File: config.mk
export PLATFORM = sky130hd
export DESIGN_NAME = mem_arbiter
export DESIGN_NICKNAME = d
export VERILOG_FILES = /design/src/rtl/mem_arbiter.sv
export SDC_FILE = /design/constraint.sdc
export NUM_CORES = 1
export LEC_CHECK = 0
export CORE_AREA = 2 2 121 123
export CTS_CLUSTER_DIAMETER = 100
export CTS_CLUSTER_SIZE = 10
export DETAILED_ROUTE_END_ITERATION = 6
export DIE_AREA = 0 0 123 125
export PLACE_DENSITY = 0.6
export SLEW_MARGIN = 15
export SYNTH_ARGS = -nofsm -noshare
export SYNTH_HDL_FRONTEND = slang
export SYNTH_SLANG_ARGS = --single-unit
File: constraint.sdc
create_clock -name clk -period 2.6 [get_ports clk]
set_clock_uncertainty 0.2 [all_clocks]
set_input_delay 0.52 -clock clk [delete_from_list [all_inputs] [get_ports clk]]
set_output_delay 0.52 -clock clk [all_outputs]
set_load 0.01 [all_outputs]
File: src/rtl/mem_arbiter.sv
// Two-master round-robin arbiter in front of the single main_mem slave port.
// Master 0 is the data side, master 1 the instruction fetch/DMA side.
// A watchdog aborts any granted transaction that main_mem never acknowledges.

module mem_arbiter #(
    parameter int TIMEOUT = 64,
    parameter int CNT_W   = 8
) (
    input  logic        clk,
    input  logic        rst_n,

    input  logic        m0_cyc,
    input  logic        m0_we,
    input  logic [3:0]  m0_strb,
    input  logic [31:0] m0_addr,
    input  logic [31:0] m0_data_i,
    output logic [31:0] m0_data_o,
    output logic        m0_ack,
    output logic        m0_err,

    input  logic        m1_cyc,
    input  logic        m1_we,
    input  logic [3:0]  m1_strb,
    input  logic [31:0] m1_addr,
    input  logic [31:0] m1_data_i,
    output logic [31:0] m1_data_o,
    output logic        m1_ack,
    output logic        m1_err,

    output logic        s_cyc,
    output logic        s_we,
    output logic [3:0]  s_strb,
    output logic [31:0] s_addr,
    output logic [31:0] s_data_o,
    input  logic [31:0] s_data_i,
    input  logic        s_ack
);

    typedef enum logic [1:0] {
        IDLE = 2'd0,
        GNT0 = 2'd1,
        GNT1 = 2'd2,
        REL  = 2'd3
    } state_t;

    localparam logic [CNT_W-1:0] WDT_LAST = CNT_W'(TIMEOUT - 1);

    state_t           state;
    logic             last;
    logic [CNT_W-1:0] wdt;
    logic             wdt_expired;

    assign wdt_expired = (wdt == WDT_LAST);

    // Grant sequencing: pick a master in IDLE, run the watchdog while granted, force one release cycle.
    always_ff @(posedge clk) begin
        if (!rst_n) begin
            state <= IDLE;
            last  <= 1'b1;
            wdt   <= '0;
        end else begin
            case (state)
                IDLE: begin
                    wdt <= '0;
                    if (m0_cyc && (!m1_cyc || last)) begin
                        state <= GNT0;
                        last  <= 1'b0;
                    end else if (m1_cyc) begin
                        state <= GNT1;
                        last  <= 1'b1;
                    end
                end
                GNT0: begin
                    if (s_ack || !m0_cyc || wdt_expired) begin
                        state <= REL;
                        wdt   <= '0;
                    end else begin
                        wdt <= wdt + 1'b1;
                    end
                end
                GNT1: begin
                    if (s_ack || !m1_cyc || wdt_expired) begin
                        state <= REL;
                        wdt   <= '0;
                    end else begin
                        wdt <= wdt + 1'b1;
                    end
                end
                REL: begin
                    state <= IDLE;
                    wdt   <= '0;
                end
                default: begin
                    state <= IDLE;
                    wdt   <= '0;
                end
            endcase
        end
    end

    // Bus steering: connect only the granted master to main_mem, everyone else sees zeros.
    always_comb begin
        s_cyc     = 1'b0;
        s_we      = 1'b0;
        s_strb    = 4'h0;
        s_addr    = 32'h0;
        s_data_o  = 32'h0;
        m0_data_o = 32'h0;
        m0_ack    = 1'b0;
        m0_err    = 1'b0;
        m1_data_o = 32'h0;
        m1_ack    = 1'b0;
        m1_err    = 1'b0;
        case (state)
            GNT0: begin
                s_cyc     = m0_cyc;
                s_we      = m0_we;
                s_strb    = m0_strb;
                s_addr    = m0_addr;
                s_data_o  = m0_data_i;
                m0_data_o = s_data_i;
                m0_ack    = s_ack;
                m0_err    = m0_cyc && !s_ack && wdt_expired;
            end
            GNT1: begin
                s_cyc     = m1_cyc;
                s_we      = m1_we;
                s_strb    = m1_strb;
                s_addr    = m1_addr;
                s_data_o  = m1_data_i;
                m1_data_o = s_data_i;
                m1_ack    = s_ack;
                m1_err    = m1_cyc && !s_ack && wdt_expired;
            end
            default: begin
            end
        endcase
    end

endmodule

==> out/results.md, run 1 <==
Outcome
• finished, final reports clean — result of the run

Drt
• 6710 µm — met2 routed wirelength
• 4.32 — via density per instance
• 5330 µm — routed metal-1 wire length
• 16.6 µm — routed len/inst
• 3436 — Via Count
• 0 — Residual DRC
• 988 µm — met3 routed wirelength
• 4 — iteration count of the initial detailed-routing pass
• met4 — highest metal layer with signal wires
• 0 — post-detailed-route count of antenna-violating nets
• 13200 µm — sum of routed wire length over all layers
• 165 — initial drt markers

CTS
• 0 — Post-CTS Hold Buffers
• 0.04 ns — Reg clk slew, reported paths
• sky130_fd_sc_hd__clkbuf_16 — clock tree root driver cell
• 2 — CTS Buffer Depth
• built — clock tree from TritonCTS
• 3 — Inserted Clock Buffers
• 0.24 ns — insertion delay to the later sink of the worst-skew pair
• 11 — TritonCTS Sinks
• 1 — htree depth

STA
• 0.972 — period utilisation layout
• 0 ns — Final TNS setup
• 396 MHz — maximum achievable frequency
• 2.53 ns — time the final worst path needs with I/O delays and setup
• 0 — number of endpoints failing setup at the final stage
• 0.835 — worst rel slew slack
• 0 — total count of max-transition violations in the final report
• 0 — final hold violations
• 0.247 ns — transition at the pin with the smallest max-transition slack

Synth
• 0.104 — share of the yosys chip area belonging to registers
• 11 — count of state elements after synthesis
• 0 — number of synthesized flops with an enable pin
• 0.0355 — fraction of the mapped netlist area in adder cells
• 0.486 — area fraction in and, or, nand and nor cells after synthesis
• 303 — gate count of the mapped netlist
• 27 — Cell variety after synth
• sky130_fd_sc_hd__dfxtp_1 — most used flip-flop cell after synthesis
• simple AND/OR/NAND/NOR gates — largest family of logic cells by synthesized area
• 6.99 µm² — Avg Inst Size Synth
• 0.270 — Synth Area in Compound Gates
• 0 — proportion of synthesized flip-flops having asynchronous set or reset
• 0.0248 — xor/xnor share of the synthesized area
• 0.00946 — mux contribution to synthesized area
• 0.00212 mm² — post-synthesis instance area
• 484 — net count of the mapped netlist
• 0 — YS warnings

Floorplanning
• 313 — I/O pin count
• 0.0154 mm² — Die Outline Area
• 0.149 — starting utilization of the core area
• 125 µm — die outline height
• 123 µm — Die Width
• 0.0142 mm² — area of the placeable core
• 44 — number of placement rows

Min path
• wdt[0]$_SDFF_PN0_ — Hold Crit Endpoint
• register to register — min-delay worst type
• wdt[0]$_SDFF_PN0_ — worst min-delay path startpoint
• 1 — hold-critical path depth

Global routing
• 0.150 — total track usage
• 0 — number of antenna violations at the first check in global routing
• 0 — total overflow reported by the global router
• 42 — pin count of the biggest net entering global routing
• 18500 µm — global-route wire length before repair
• 3306 — via count of the first global-routing pass

Worst setup path
• state[1]$_SDFFE_PN0P_ — Crit Reg-Reg Startpoint
• 0.69 ns — Reg2Reg Setup Slack
• register to primary output — Crit Path Class
• 1.81 ns — CP Data Arrival Time
• primary output — Worst setup EP type
• register — kind of start point of the critical path
• wdt[2]$_SDFF_PN0_ — endpoint of the worst register-to-register path
• 20 — Crit Path Max Fanout
• 1.88 ns — required time of the worst setup path
• 8 — r2r worst-path depth

Finish
• 796 — count of placed standard cells in the final layout, fillers left out
• 1459 — number of inserted filler cells in the final layout
• 0.0637 — share of post-route cells with drive strength above 1
• 794 — post-layout net count
• 0 — antenna diode count
• 172% — area growth from synthesis to layout
• 0.00575 mm² — Layout Cell Area excl Fill

Place
• 10200 µm — DPL Wire Length
• 0.00557 mm² — placed cell area
• 0.872 — routability cong.
• 312 — port buffer count
• 783 — Post-Place Cells

Flow run
• 0 — max-cap violation count

Power and ir drop
• 0.442 mV — peak ir drop on the vdd network
• 2.39 nW — total leakage power
• 0.00455 W — sum of internal, switching and leakage power
• 791 mW/mm² — ratio of total power to cell area

power breakdown:
part | switching (W) | internal (W) | total [W] | leakage (nW)
logic | 0.00183 | 0.00224 | 0.00407 | 2.26
clock network | 0.0000733 | 0.000206 | 0.000279 | 0.0382
registers | 0.0000130 | 0.000191 | 0.000204 | 0.0893
total | 0.00192 | 0.00263 | 0.00455 | 2.39
worst max path at each step:
| stage | startpoint | to | slack [ns] | cells after the start |
|---|---|---|---|---|
| 3_3_place_gp | m0_cyc | m0_err | 0.04 | 4 |
| 2_1_floorplan | state[1]$_SDFFE_PN0P_ | m0_err | 0.51 | 7 |
| 5_1_grt | state[0]$_SDFFE_PN0P_ | m0_data_o[15] | -0.0001 | 5 |
| 3_5_place_dp | m1_cyc | m1_err | 0.03 | 4 |
| 4_1_cts | state[1]$_SDFFE_PN0P_ | s_addr[24] | -0.06 | 6 |
| 6_report | state[1]$_SDFFE_PN0P_ | m1_data_o[1] | 0.07 | 5 |
metrics by stage:
step | setup slack, ns | utilization | hold slack, ns
after CTS | -0.0615 | 0.394 | 0.259
final | 0.0728 | 0.405 | 0.252
after global placement | 0.0407 | 0.392 | 0.236
after detailed placement | 0.0302 | 0.392 | 0.250
after floorplan | 0.512 | - | 0.226
after global routing | -0.0000981 | 0.405 | 0.279
registers in the layout, indices dropped and copies added (netlist names):
| signal | cells |
|---|---|
| last | 1 |
| state | 2 |
| wdt | 8 |
metal layers:
metal / up-vias / global-route usage
met5: - / 0
met4: 0 / 0.0274
met3: 14 / 0.0265
met2: 140 / 0.278
met1: 1611 / 0.180
li1: 1671 / -
area by class of cell:
class                           instances  area, µm²  share of cell area
Multi-Input combinational cell        257       1800               0.312
Tap cell                              184        230              0.0400
Inverter                                4       15.0             0.00261
Timing Repair Buffer                  336       3410               0.593
Clock buffer                            4       78.8              0.0137
Sequential cell                        11        220              0.0383
critical path, stage by stage, from the launching register on:
cell                              delay, ns
sky130_fd_sc_hd__dfxtp_1               0.33
sky130_fd_sc_hd__buf_4                 0.13
sky130_fd_sc_hd__ha_4                  0.23
sky130_fd_sc_hd__clkbuf_16             0.21
sky130_fd_sc_hd__and2_1                0.13
sky130_fd_sc_hd__clkdlybuf4s50_1       0.54
repair_timing:
| item | CTS | global route |
|---|---|---|
| endpoints found under the setup margin | 72 | 45 |
| pin swaps | 2 | 0 |
| buffers inserted | 0 | 4 |
| gates resized for setup | 77 | 9 |
| gates cloned | 1 | 4 |
| hold endpoints to repair | 0 | 0 |
cell families after synthesis:
group / after synthesis
and+or+nand+nor: 167
DFF: 11
buffers and inverters: 35
AOI/OAI and AO/OA: 76
adders and majority gates: 6
muxes: 2
xor gates and xnor gates: 6
cell usage in the layout, fill, tap and decap left out, drive strengths merged:
cell,count
dlymetal6s2s,4
nor2,11
ha,6
inv,4
clkbuf,8
clkdlybuf4s50,237
a21oi,2
nor2b,72
a22oi,71
and3,2
and4,1
buf,20
nand4,2
nand4b,1
o21ai,3
clkdlybuf4s15,3
mux2i,2
nand2,7
or3b,1
nor3,2
xnor2,3
nand3,2
dlygate4sd2,68
xor2,3
dfxtp,11
and2,66
cells in the mapped netlist, drive strengths merged, types with 2 or more instances:
| library cell | number | share of area |
|---|---|---|
| a21oi | 2 | 0.0047 |
| a22oi | 71 | 0.26 |
| and2 | 66 | 0.20 |
| and3 | 2 | 0.0083 |
| buf | 12 | 0.028 |
| clkbuf | 19 | 0.034 |
| dfxtp | 11 | 0.10 |
| ha | 6 | 0.035 |
| inv | 4 | 0.0071 |
| mux2i | 2 | 0.0095 |
| nand2 | 7 | 0.012 |
| nand3 | 2 | 0.0047 |
| nand4 | 2 | 0.013 |
| nor2 | 11 | 0.020 |
| nor2b | 72 | 0.21 |
| nor3 | 2 | 0.0047 |
| o21ai | 3 | 0.0071 |
| xnor2 | 3 | 0.012 |
| xor2 | 3 | 0.012 |
Note: power is estimated with default switching activity, not from simulation.
==> run 2: changes to the inputs <==
Settings changed: CORE_AREA 2 2 121 123 to 2 2 122 124, DIE_AREA 0 0 123 125 to 0 0 124 126, DONT_BUFFER_PORTS set to 1, MAX_ROUTING_LAYER set to met4, PLACE_DENSITY 0.6 to 0.31, SKIP_CTS_REPAIR_TIMING set to 1.
==> out/results.md, run 2 (same netlist as run 1, synthesis figures left out) <==
Drt
• met4 — highest metal layer with signal wires
• 4 — iteration count of the initial detailed-routing pass, unchanged
• 8100 µm — sum of routed wire length over all layers, -39%
• 0 — Residual DRC, unchanged
• 86 — initial drt markers, -48%
• 3240 µm — routed metal-1 wire length, -39%
• 17.3 µm — routed len/inst, +3.8%
• 0 — post-detailed-route count of antenna-violating nets, unchanged
• 2199 — Via Count, -36%
• 4.69 — via density per instance, +8.6%
• 493 µm — met3 routed wirelength, -50%
• 4330 µm — met2 routed wirelength, -35%

CTS
• 3 — Inserted Clock Buffers, unchanged
• 0.23 ns — insertion delay to the later sink of the worst-skew pair, about the same
• 2 — CTS Buffer Depth, unchanged
• built — clock tree from TritonCTS
• 0.04 ns — Reg clk slew, reported paths, about the same
• sky130_fd_sc_hd__clkbuf_16 — clock tree root driver cell
• 1 — htree depth, unchanged
• 11 — TritonCTS Sinks, unchanged

Worst setup path
• buffers and inverters — gate family responsible for the most delay along the worst path
• state[0]$_SDFFE_PN0P_ — Crit Reg-Reg Startpoint
• 56 — Crit Path Max Fanout, +180%
• inv_1, ha_2, buf_12, a22oi_1, nor2b_1, buf_4 — CP Cell Sequence
• 1.88 ns — required time of the worst setup path, about the same
• sky130_fd_sc_hd__dfxtp_1 — slowest CP cell
• primary output — Worst setup EP type
• 0.42 ns — largest stage delay on the critical path, -0.12 ns
• 1.77 ns — CP Data Arrival Time, -0.04 ns
• 7 — r2r worst-path depth, -1
• 3 — Crit path buffers/inverters, unchanged
• register — kind of start point of the critical path
• 0.54 ns — Reg2Reg Setup Slack, -0.15 ns
• register to primary output — Crit Path Class
• wdt[7]$_SDFF_PN0_ — endpoint of the worst register-to-register path

Finish
• sky130_fd_sc_hd__a22oi_1, sky130_fd_sc_hd__and2_1, sky130_fd_sc_hd__nor2b_1 — top library cells by usage in the layout, fill and taps aside
• 0.00180 mm² — area of the multi-input gates, +0.42%
• 0.173 — final core utilization, -0.233
• sky130_fd_sc_hd__a22oi_1 — leading cell type in the layout, fill and taps excluded
• 16.7% — area growth from synthesis to layout
• 0.102 — share of post-route cells with drive strength above 1, +0.0380
• wdt: 8 flops, state: 2 flops, last: 1 flops — Largest regs
• 467 — post-layout net count, -41%
• 0 — antenna diode count, unchanged
• wdt — Reg with most FFs
• 220 µm² — register cell area after layout, unchanged
• 8 — number of flip-flops under the largest register name, unchanged
• 1628 — number of inserted filler cells in the final layout, +12%

Floorplanning
• 124 µm — Die Width, +0.81%
• 0.0156 mm² — Die Outline Area, +1.6%
• 313 — I/O pin count, unchanged
• 0.0143 mm² — area of the placeable core, +0.78%
• 0.148 — starting utilization of the core area, -0.00115
• 44 — number of placement rows, unchanged
• 126 µm — die outline height, +0.80%

Power and ir drop
• 0.00137 W — internal power of the cells, -48%
• 0.829 — combinational cell fraction of total power, -0.065
• 0.00151 W — Psw, -21%
• 1170 mW/mm² — ratio of total power to cell area, +47%
• 0.074 — part of the total power dissipated in sequential elements, +0.029
• 0.096 — portion of total power attributed to the clock network, +0.035
• 0.00288 W — sum of internal, switching and leakage power, -37%
• 0.266 mV — peak ir drop on the vdd network, -40%
• 0.735 nW — total leakage power, -69%
• 0.524 — switching share of power, +0.102

STA
• 0.107 ns — Final WS setup, +0.0347 ns
• 0.735 — worst rel slew slack, -0.100
• 0.394 ns — transition at the pin with the smallest max-transition slack, +0.147 ns
• 0 ns — Final TNS setup, unchanged
• 0 — total count of max-transition violations in the final report, unchanged
• 401 MHz — maximum achievable frequency, +1.4%
• 0 — final hold violations, unchanged
• 2.49 ns — time the final worst path needs with I/O delays and setup, -0.0347 ns
• 0.959 — period utilisation layout, -0.0133
• 0 — number of endpoints failing setup at the final stage, unchanged
• 0.180 ns — minimum hold slack, -0.0725 ns

Global routing
• 2027 — via count of the first global-routing pass, -39%
• 10900 µm — global-route wire length before repair, -41%
• 0.0888 — total track usage, -0.0614
• 0 — total overflow reported by the global router, unchanged
• 64 — pin count of the biggest net entering global routing, +52%
• 0 — number of antenna violations at the first check in global routing, unchanged

Min path
• last$_SDFFE_PN1P_ — Hold Crit Endpoint
• 1 — hold-critical path depth, unchanged
• rst_n — worst min-delay path startpoint
• input pin to register — min-delay worst type

Place
• 6550 µm — DPL Wire Length, -36%
• 0 — port buffer count, -100%
• 0.717 — routability cong., -18%
• 0.247 ns — Place WS, +0.216 ns

Flow run
• 0 — max-cap violation count, unchanged

Outcome
• finished, final reports clean — result of the run

-- run 2: cell count changes in the layout (fill, tap and decap cells not counted), sizes merged --
cell           before  now
buf                20    9
clkbuf              8    4
dlygate4sd2        68    0
clkdlybuf4s50     237    0
dlymetal6s2s        4    0
clkdlybuf4s15       3    0
-- run 2: worst max-delay path by stage --
stage                     startpoint  cells after the start           end  slack [ns]
6_report       state[0]$_SDFFE_PN0P_                      6  s_data_o[17]        0.11
5_1_grt        state[0]$_SDFFE_PN0P_                      5  s_data_o[14]      -0.008
4_1_cts        state[0]$_SDFFE_PN0P_                      4   s_data_o[6]       -0.01
3_5_place_dp   state[0]$_SDFFE_PN0P_                      4   s_data_o[6]        0.25
3_3_place_gp   state[0]$_SDFFE_PN0P_                      5  s_data_o[14]        0.29
2_1_floorplan  state[1]$_SDFFE_PN0P_                      7        m0_err        0.51
-- run 2: per-layer routing --
layer	up-vias	GRT usage
met5	-	-
met4	0	0.00991
met3	2	0.00815
met2	135	0.160
met1	1053	0.110
li1	1009	-
-- run 2: through the flow --
step	cell area, µm²	std cells
6_report	2470	469
5_1_grt	2470	469
4_1_cts	2430	469
3_5_place_dp	2350	465
3_3_place_gp	2350	465
2_1_floorplan	2120	303
-- run 2: power groups by stage --
stage	combinational, W	clock (W)	sequential, W
2_1_floorplan	0.00186	0	0.000208
3_5_place_dp	0.00235	0	0.000217
6_report	0.00239	0.000278	0.000214
3_3_place_gp	0.00233	0	0.000217
5_1_grt	0.00265	0.000298	0.000217
4_1_cts	0.00236	0.000285	0.000214
-- run 2: area by class of cell --
| type | count | area share |
|---|---|---|
| tap | 184 | 0.0932 |
| sequential | 11 | 0.0892 |
| multi-input combinational | 257 | 0.730 |
| timing repair buffer | 9 | 0.0491 |
| clock buffer | 4 | 0.0319 |
| inverter | 4 | 0.00608 |
